$ cat config.mk
export PLATFORM = sky130hd
export DESIGN_NAME = uart_rx_fifo_param
export DESIGN_NICKNAME = d
export VERILOG_FILES = /design/src/rtl/uart_rx_fifo_param.sv
export SDC_FILE = /design/constraint.sdc
export NUM_CORES = 1
export LEC_CHECK = 0
export CAP_MARGIN = 40
export CORE_MARGIN = 4
export CORE_UTILIZATION = 55
export CTS_CLUSTER_DIAMETER = 60
export DETAILED_ROUTE_END_ITERATION = 16
export HOLD_SLACK_MARGIN = 0.03
export PLACE_DENSITY = 0.73
export SLEW_MARGIN = 15
export SYNTH_ARGS = -nofsm -noshare
export SYNTH_HDL_FRONTEND = slang
export SYNTH_SLANG_ARGS = --single-unit
$ cat constraint.sdc
create_clock -name clk -period 3 [get_ports clk]
set_input_delay 0.9 -clock clk [delete_from_list [all_inputs] [get_ports clk]]
set_output_delay 0.9 -clock clk [all_outputs]
set_load 0.05 [all_outputs]
$ cat src/rtl/uart_rx_fifo_param.sv
// Oversampling UART receiver feeding a first-word-fall-through receive FIFO with per-word parity/framing flags.
// Latency: last stop sample -> push +1 clk -> head visible +1 clk; no backpressure, a full FIFO drops the frame and sets overrun.
module uart_rx_fifo_param #(
    parameter int DATA_BITS  = 8,
    parameter int OVS        = 16,
    parameter int FIFO_DEPTH = 16,
    parameter int STOP_BITS  = 1
) (
    input  logic                          clk,
    input  logic                          RSTn,
    input  logic                          baud_tick,
    input  logic                          RXD,
    input  logic [1:0]                    parity_mode,
    input  logic                          rd_en,
    input  logic                          ovr_clr,
    output logic [DATA_BITS-1:0]          rx_data,
    output logic                          rx_perr,
    output logic                          rx_ferr,
    output logic                          rx_empty,
    output logic                          rx_full,
    output logic [$clog2(FIFO_DEPTH):0]   rx_level,
    output logic                          overrun,
    output logic                          busy
);
    localparam int CW = $clog2(OVS);
    localparam int BW = $clog2(DATA_BITS);
    localparam int AW = $clog2(FIFO_DEPTH);
    localparam int WW = DATA_BITS + 2;

    localparam logic [CW-1:0] CNT_MID   = CW'(OVS / 2 - 1);
    localparam logic [CW-1:0] CNT_LAST  = CW'(OVS - 1);
    localparam logic [CW-1:0] CNT_ONE   = CW'(1);
    localparam logic [BW-1:0] DATA_LAST = BW'(DATA_BITS - 1);
    localparam logic [BW-1:0] STOP_LAST = BW'(STOP_BITS - 1);
    localparam logic [BW-1:0] BIT_ONE   = BW'(1);
    localparam logic [AW-1:0] PTR_ONE   = AW'(1);
    localparam logic [AW:0]   LVL_ONE   = (AW + 1)'(1);
    localparam logic [AW:0]   LVL_FULL  = (AW + 1)'(FIFO_DEPTH);

    typedef enum logic [2:0] {
        IDLE, START, DATA, PARITY, STOP, BREAK
    } state_t;

    state_t                 r_state, w_next;
    logic                   r_rx_meta, r_rxs;
    logic [CW-1:0]          r_cnt;
    logic [BW-1:0]          r_bitcnt;
    logic                   r_par_en, r_par_odd;
    logic [DATA_BITS-1:0]   r_shift;
    logic                   r_perr, r_ferr;
    logic                   r_push;
    logic [WW-1:0]          r_word;
    logic [WW-1:0]          r_mem [FIFO_DEPTH];
    logic [AW-1:0]          r_wr_ptr, r_rd_ptr;
    logic [AW:0]            r_level;
    logic                   r_overrun;

    logic                   w_mid, w_samp, w_stop_ferr;
    logic                   w_full, w_empty, w_pop, w_wr, w_drop;
    logic [WW-1:0]          w_head;

    assign w_mid       = baud_tick && (r_cnt == CNT_MID);
    assign w_samp      = baud_tick && (r_cnt == CNT_LAST);
    assign w_stop_ferr = r_ferr || !r_rxs;

    always_ff @(posedge clk or negedge RSTn) begin
        if (!RSTn) begin
            r_rx_meta <= 1'b1;
            r_rxs     <= 1'b1;
            r_state   <= IDLE;
        end else begin
            r_rx_meta <= RXD;
            r_rxs     <= r_rx_meta;
            r_state   <= w_next;
        end
    end

    always_comb begin
        w_next = r_state;
        case (r_state)
            IDLE:    if (baud_tick && !r_rxs) w_next = START;
            START:   if (w_mid) w_next = r_rxs ? IDLE : DATA;
            DATA:    if (w_samp && (r_bitcnt == DATA_LAST)) w_next = r_par_en ? PARITY : STOP;
            PARITY:  if (w_samp) w_next = STOP;
            STOP:    if (w_samp && (r_bitcnt == STOP_LAST)) w_next = w_stop_ferr ? BREAK : IDLE;
            BREAK:   if (baud_tick && r_rxs) w_next = IDLE;
            default: w_next = IDLE;
        endcase
    end

    always_ff @(posedge clk or negedge RSTn) begin
        if (!RSTn) begin
            r_cnt     <= '0;
            r_bitcnt  <= '0;
            r_par_en  <= 1'b0;
            r_par_odd <= 1'b0;
            r_shift   <= '0;
            r_perr    <= 1'b0;
            r_ferr    <= 1'b0;
            r_push    <= 1'b0;
            r_word    <= '0;
        end else begin
            r_push <= 1'b0;
            if (baud_tick) begin
                // cnt restarts on every state change so each state measures from its own entry
                if (w_next != r_state || r_state == IDLE || r_state == BREAK || r_cnt == CNT_LAST)
                    r_cnt <= '0;
                else
                    r_cnt <= r_cnt + CNT_ONE;

                if (w_next != r_state)
                    r_bitcnt <= '0;
                else if (w_samp)
                    r_bitcnt <= r_bitcnt + BIT_ONE;

                case (r_state)
                    IDLE: if (!r_rxs) begin
                        r_par_en  <= (parity_mode == 2'd1) || (parity_mode == 2'd2);
                        r_par_odd <= (parity_mode == 2'd2);
                        r_perr    <= 1'b0;
                        r_ferr    <= 1'b0;
                    end
                    DATA:   if (w_samp) r_shift <= {r_rxs, r_shift[DATA_BITS-1:1]};
                    PARITY: if (w_samp) r_perr <= (^r_shift) ^ r_rxs ^ r_par_odd;
                    STOP: if (w_samp) begin
                        r_ferr <= w_stop_ferr;
                        if (r_bitcnt == STOP_LAST) begin
                            r_push <= 1'b1;
                            r_word <= {w_stop_ferr, r_perr, r_shift};
                        end
                    end
                    default: ;
                endcase
            end
        end
    end

    assign w_full  = (r_level == LVL_FULL);
    assign w_empty = (r_level == '0);
    assign w_pop   = rd_en && !w_empty;
    assign w_wr    = r_push && (!w_full || rd_en);
    assign w_drop  = r_push && !w_wr;

    always_ff @(posedge clk or negedge RSTn) begin
        if (!RSTn) begin
            r_wr_ptr  <= '0;
            r_rd_ptr  <= '0;
            r_level   <= '0;
            r_overrun <= 1'b0;
        end else begin
            if (w_wr)  r_wr_ptr <= r_wr_ptr + PTR_ONE;
            if (w_pop) r_rd_ptr <= r_rd_ptr + PTR_ONE;
            case ({w_wr, w_pop})
                2'b10:   r_level <= r_level + LVL_ONE;
                2'b01:   r_level <= r_level - LVL_ONE;
                default: r_level <= r_level;
            endcase
            if (w_drop)
                r_overrun <= 1'b1;
            else if (ovr_clr)
                r_overrun <= 1'b0;
        end
    end

    always_ff @(posedge clk) begin
        if (w_wr) r_mem[r_wr_ptr] <= r_word;
    end

    // Storage is unreset, so the head is masked to zero while empty
    assign w_head   = r_mem[r_rd_ptr];
    assign rx_data  = w_empty ? '0 : w_head[DATA_BITS-1:0];
    assign rx_perr  = !w_empty && w_head[DATA_BITS];
    assign rx_ferr  = !w_empty && w_head[DATA_BITS+1];
    assign rx_empty = w_empty;
    assign rx_full  = w_full;
    assign rx_level = r_level;
    assign overrun  = r_overrun;
    assign busy     = (r_state != IDLE);

endmodule
=== Yosys cells after proc, flatten, opt, wreduce, memory -nomap -nowiden ===
Memories as Yosys holds them, arrays and structs flattened.
Index checks and enable logic that the tools add are counted.

* Eq/ne operators: 17
* Bitwise logic cells: 3
* Reduce and logical (&&, ||, !) cells: 37
* Add/subtract/negate cells: 6
* Mux-type cells: 28

{| class="wikitable"
|+ Operators by type and width
! cell !! count
|-
| $mux W3 || 10
|-
| $pmux W3 S6 || 1
|-
| $add A4 B1 Y4 const B || 3
|-
| $reduce_and A4 Y1 || 3
|-
| $logic_and A1 B1 Y1 || 11
|-
| $mux W1 || 11
|-
| $pmux W5 S2 || 1
|-
| $reduce_bool A2 Y1 || 5
|-
| $eq A3 B3 Y1 const B || 3
|-
| $mux W8 || 1
|-
| $reduce_xor A8 Y1 || 1
|-
| $eq A3 B2 Y1 const B || 2
|-
| $logic_not A3 Y1 || 2
|-
| $logic_or A1 B1 Y1 || 6
|-
| $ne A2 B2 Y1 const B || 3
|-
| $reduce_and A3 Y1 || 2
|-
| $add A5 B1 Y5 const B || 1
|-
| $eq A5 B5 Y1 const B || 1
|-
| $logic_not A5 Y1 || 1
|-
| $sub A5 B1 Y5 const B || 1
|-
| $eq A2 B1 Y1 const B || 2
|-
| $eq A2 B2 Y1 const B || 2
|-
| $eq A4 B3 Y1 const B || 1
|-
| $eq A4 B4 Y1 const B || 1
|-
| other kinds (11) || 16
|}

* Word-level logic and storage cells: 108
* Bits in writable memories: 160
* Memories: 1
* Register bits after elaboration: 49
* Input bits: 8
* Output and inout bits: 19

{| class="wikitable"
|+ Memory list
! memory !! depth !! width !! read ports !! clocked after Yosys merged registers in !! wr ports !! line !! RTL
|-
| r_mem || 16 || 10 || 1 || 0 || 1 || 53 || <nowiki>logic [WW-1:0] r_mem [FIFO_DEPTH];</nowiki>
|}

=== Depth between registers and ports, before layout ===
* Depth in word-level cells: 10
* Depth in mapped cells: 15
* Depth with buffers taken out: 14

=== Worst setup path after synthesis ===
Ideal clock, no wire load.

* Path kind: reg-to-output
* Start point: register r_level[0] (netlist: rx_level[0])
* End point: output rx_data[0]
* Required time: 2.100 ns
* Cell stages (with the launch flop): 5
* Buffers on the path: 1
* Setup slack: -0.141 ns
* Arrival time: 2.241 ns
* Cells stage by stage: dfrtp_1 > nor4_1 > nor2b_1 > clkbuf_1 > nor2b_1

* Cells in the longest elaborated chain, start to end: 2

{| class="wikitable"
|+ RTL lines
! element !! line !! RTL
|-
| from (decl) || 55 || <nowiki>logic [AW:0] r_level;</nowiki>
|-
| from (signal assigned) || 154 || <nowiki>2'b10: r_level <= r_level + LVL_ONE;</nowiki>
|-
| from (signal assigned) || 155 || <nowiki>2'b01: r_level <= r_level - LVL_ONE;</nowiki>
|-
| from (signal assigned) || 156 || <nowiki>default: r_level <= r_level;</nowiki>
|-
| $logic_not A5 Y1 || 139 || <nowiki>assign w_empty = (r_level == '0);</nowiki>
|-
| named net rx_empty || 19 || <nowiki>output logic rx_empty,</nowiki>
|-
| $mux W8 || 171 || <nowiki>assign rx_data = w_empty ? '0 : w_head[DATA_BITS-1:0];</nowiki>
|-
| to (decl) || 16 || <nowiki>output logic [DATA_BITS-1:0] rx_data,</nowiki>
|}

The timed path passes the listed nets, and every way through them passes these cells.

=== Worst setup path in the final report ===
* Start point: register r_rd_ptr[0]
* End point: output rx_data[1]

* Cells in the longest elaborated chain, start to end: 2

{| class="wikitable"
|+ RTL lines
! element !! line !! RTL
|-
| from (decl) || 54 || <nowiki>logic [AW-1:0] r_wr_ptr, r_rd_ptr;</nowiki>
|-
| from (signal assigned) || 152 || <nowiki>if (w_pop) r_rd_ptr <= r_rd_ptr + PTR_ONE;</nowiki>
|-
| $mem_v2 Z16 W10 || -- ||
|-
| $mux W8 || 171 ||
|}

Every way passes these cells.

==> out/qor.csv <==
stage;metric;value;unit
run_status;status;finished, violations left;
run_status;violated checks;negative setup slack;
power;Total Power;8.501;mW
power;Int Power;5.853;mW
drt;max layer used;met4;
synthesis;post-synthesis mux area share;0.1589;
synthesis;Synthesized Nets;508;
placement;Setup WS pre-CTS;-0.1047;ns
drt;Final ANT Viol Nets;0;
worst_setup_path;CP Max Fanout;8;
synthesis;Post-Synth XOR/XNOR Area;0.02011;
sta;final hold violation count;0;
worst_setup_path;crit path capture type;primary output;
power;switching power;2.648;mW
placement;final RePlAce weighted congestion;0.8743;
synthesis;Netlist cell types;50;
cells_and_area;final core utilization;0.6617;
floorplan;Die ar.;0.01791;mm2
synthesis;syn avg cell area;17.96;um2
floorplan;Die X;133.8;um
drt;WL met2;8.600;mm
power;Peak VDD IR;484.4;uV
grt;GRT Util Overall;0.1879;
synthesis;cell count after synthesis;485;
clock_network;H-tree levels;1;
sta;Clock Skew;0.009796;ns
synthesis;Post-Syn Area;0.008710;mm2
synthesis;simple-gate share of the synthesized area;0.04942;
sta;Tmin final;3.414;ns
synthesis;compound-gate portion of the synthesized area;0.03333;
drt;wire length on met3;895;um
worst_setup_path;critical path class;reg -> out;
floorplan;die span in y;133.8;um
drt;wl on met1;6.798;mm
clock_network;worst-case clock buffer depth;3;
cells_and_area;nets;577;
floorplan;Core ar.;0.01537;mm2
cells_and_area;most common cell after layout, fill and taps aside;edfxtp_1;
clock_network;root buffer cell;clkbuf_16;
synthesis;sequential area share after synthesis;0.6927;
grt;largest net degree at the start of global routing;44;
synthesis;leading area contributor after synthesis;edfxtp_1;
worst_setup_path;cells on worst reg2reg path;14;
synthesis;top cells by area, synth;edfxtp_1, dfrtp_1, mux4_2, mux2_2, ha_1;
synthesis;post-synthesis adder-cell area fraction;0.02241;
synthesis;FFs w/ async S/R, synth;0.2344;
synthesis;number of synthesized flops with an enable pin;160;
sta;Final WS setup;-0.4136;ns
drt;Vias per Instance;5.782;
power;Reg power frac;0.396;
floorplan;Ports;27;
floorplan;Starting Density;0.5666;
clock_network;worst skew pair latency;0.49;ns
power;PwrDens;835.8;mW/mm2
worst_setup_path;Worst R2R Start;rx_level[1];
synthesis;#FFs+latches synth;209;
drt;Starting DRT DRC Count;319;
sta;slew margin rel.;0.6216;
grt;initial antenna violation count;0;
sta;Slew Limit Fails;0;
grt;vias in the first global route;4844;
floorplan;Rows;45;
sta;final period utilization;1.138;
placement;PortBufs;26;
sta;FMAX;292.9;MHz
synthesis;Synth Flop Type;edfxtp_1;
job;max_cap viols;0;
drt;post-DR wirelength/cell;21.17;um
synthesis;post-synth top area share;0.5516;
clock_network;clk sink count;209;
worst_setup_path;r2r endpoint;rx_level[4];
sta;Least-Margin Pin Slew;0.5676;ns
cells_and_area;ratio of cells with drive above 1 in the final layout;0.2865;
clock_network;# hold bufs at CTS;0;
min_path;HP Class;in -> async;
sta;final setup fails;10;
power;P_leak;3.720;nW
drt;Pre-antenna DRT Iters;4;
power;Comb power frac;0.323;
synthesis;largest family of logic cells by synthesized area;multiplexers;
cells_and_area;most frequent cells in the layout;edfxtp_1, mux4_2, dfrtp_1;
cells_and_area;final std cells w/o fill;780;
grt;total grt overflow;0;
drt;WL final;16.51;mm
worst_setup_path;Arrival @ worst endpoint;2.51;ns
cells_and_area;Area Overhead vs Synth;16.78;%
drt;drt drc;0;
synthesis;Yosys warnings;0;
grt;first-pass GRT wire length;26.43;mm
worst_setup_path;register-to-register setup slack;0.32;ns
power;clock network power share;0.281;
drt;Vias;4510;
clock_network;clk slew on worst S/H paths;0.06;ns
worst_setup_path;Setup crit start kind;register;
cells_and_area;fin area;0.01017;mm2
cells_and_area;diodes inserted;0;
power;switching fraction of total power;0.3115;
placement;Placed Instances;736;
placement;Post-DP Area;0.009405;mm2
clock_network;TritonCTS Buffers;21;
sta;RSZ-0062 raised after global routing;true;
worst_setup_path;Req. time, crit path;2.10;ns
placement;dpl hpwl;10.61;mm
clock_network;CTS tree;built;
## critical path: stages (launching register included)
cell     delay [ns]
dfrtp_2        0.41
buf_12         0.14
buf_12         0.14
mux4_2         0.54
mux4_2         0.47
nor2b_1        0.16
buf_6          0.16
## worst max-delay path by stage
stage	slack, ns	endpoint	startpoint	depth (start not counted)
detailed placement	-0.10	rx_level[4]	rd_en	13
finish	-0.41	rx_data[1]	r_rd_ptr[0]	6
CTS	-0.43	rx_ferr	r_rd_ptr[0]	5
global placement	0.04	rx_level[4]	rd_en	13
floorplan	0.03	rx_data[0]	rx_level[1]	4
global route	-0.49	rx_data[4]	r_rd_ptr[0]	6
## sequential cells by signal (all words and copies together) (netlist names), 3 cells and up
signal / count
r_word: 10
r_mem: 160
r_bitcnt: 3
r_rd_ptr: 4
r_cnt: 4
rx_level: 5
r_shift: 8
r_state: 3
r_wr_ptr: 4
## stage by stage
stage	TNS [ns]	hold WS, ns
after floorplan	0	0.3452
after global placement	0	0.3513
after detailed placement	-0.1047	0.3478
after CTS	-4.055	0.2879
after global routing	-4.520	0.3016
final	-3.846	0.3002
## cell usage after synthesis (2+ instances only)
master,count
buf_1,2
buf_6,4
a21oi_1,4
nor2_1,23
mux2_2,22
dfstp_2,2
nand3_1,3
buf_2,5
nor3_1,8
nor2b_1,16
mux4_2,50
a22o_1,2
o21ai_0,11
clkbuf_1,12
xnor2_1,16
and3_1,2
o211ai_1,3
a32o_1,2
xor2_1,4
edfxtp_1,160
nand2_1,18
ha_1,14
nand2b_1,4
o21ai_1,3
inv_1,19
a21o_1,2
nand4_1,3
and4_1,3
dfrtp_1,47
## metal layers
metal / GRT usage / vias up
li1: - / 2026
met1: 0.2571 / 2337
met2: 0.3248 / 126
met3: 0.03188 / 21
met4: 0.03657 / 0
met5: 0 / -
## cell families (layout without fill, tap and decap cells)
logic type / after synthesis / count (layout)
AOI/OAI and AO/OA: 40 / 40
xor gates and xnor gates: 20 / 20
buffers and inverters: 43 / 127
muxes: 73 / 73
and+or+nand+nor: 85 / 85
DFF: 209 / 209
adders and majority gates: 15 / 15
## layout make-up
class                      count  area (um2)
sequential                   209        6035
fill                        1035        5200
multi-input combinational    233        2481
timing repair buffer          70       693.2
clock buffer                  31       593.1
tap                          211       264.0
inverter                      19       71.32
clock inverter                 7       33.78
## repair_timing
action,in CTS,in global routing
gates resized for setup,8,5
setup buffers,1,3
setup endpoints to repair,11,12
cloned,0,2
## power groups by stage
stage               registers [mW]  logic [mW]  clock network (mW)
CTS                           3.37        2.60                2.42
detailed placement            3.42        2.52                   0
global route                  3.38        2.95                2.57
global placement              3.41        2.48                   0
floorplan                     3.46        1.80                   0
finish                        3.36        2.75                2.39
No activity file was read; power rests on OpenSTA's default activity.
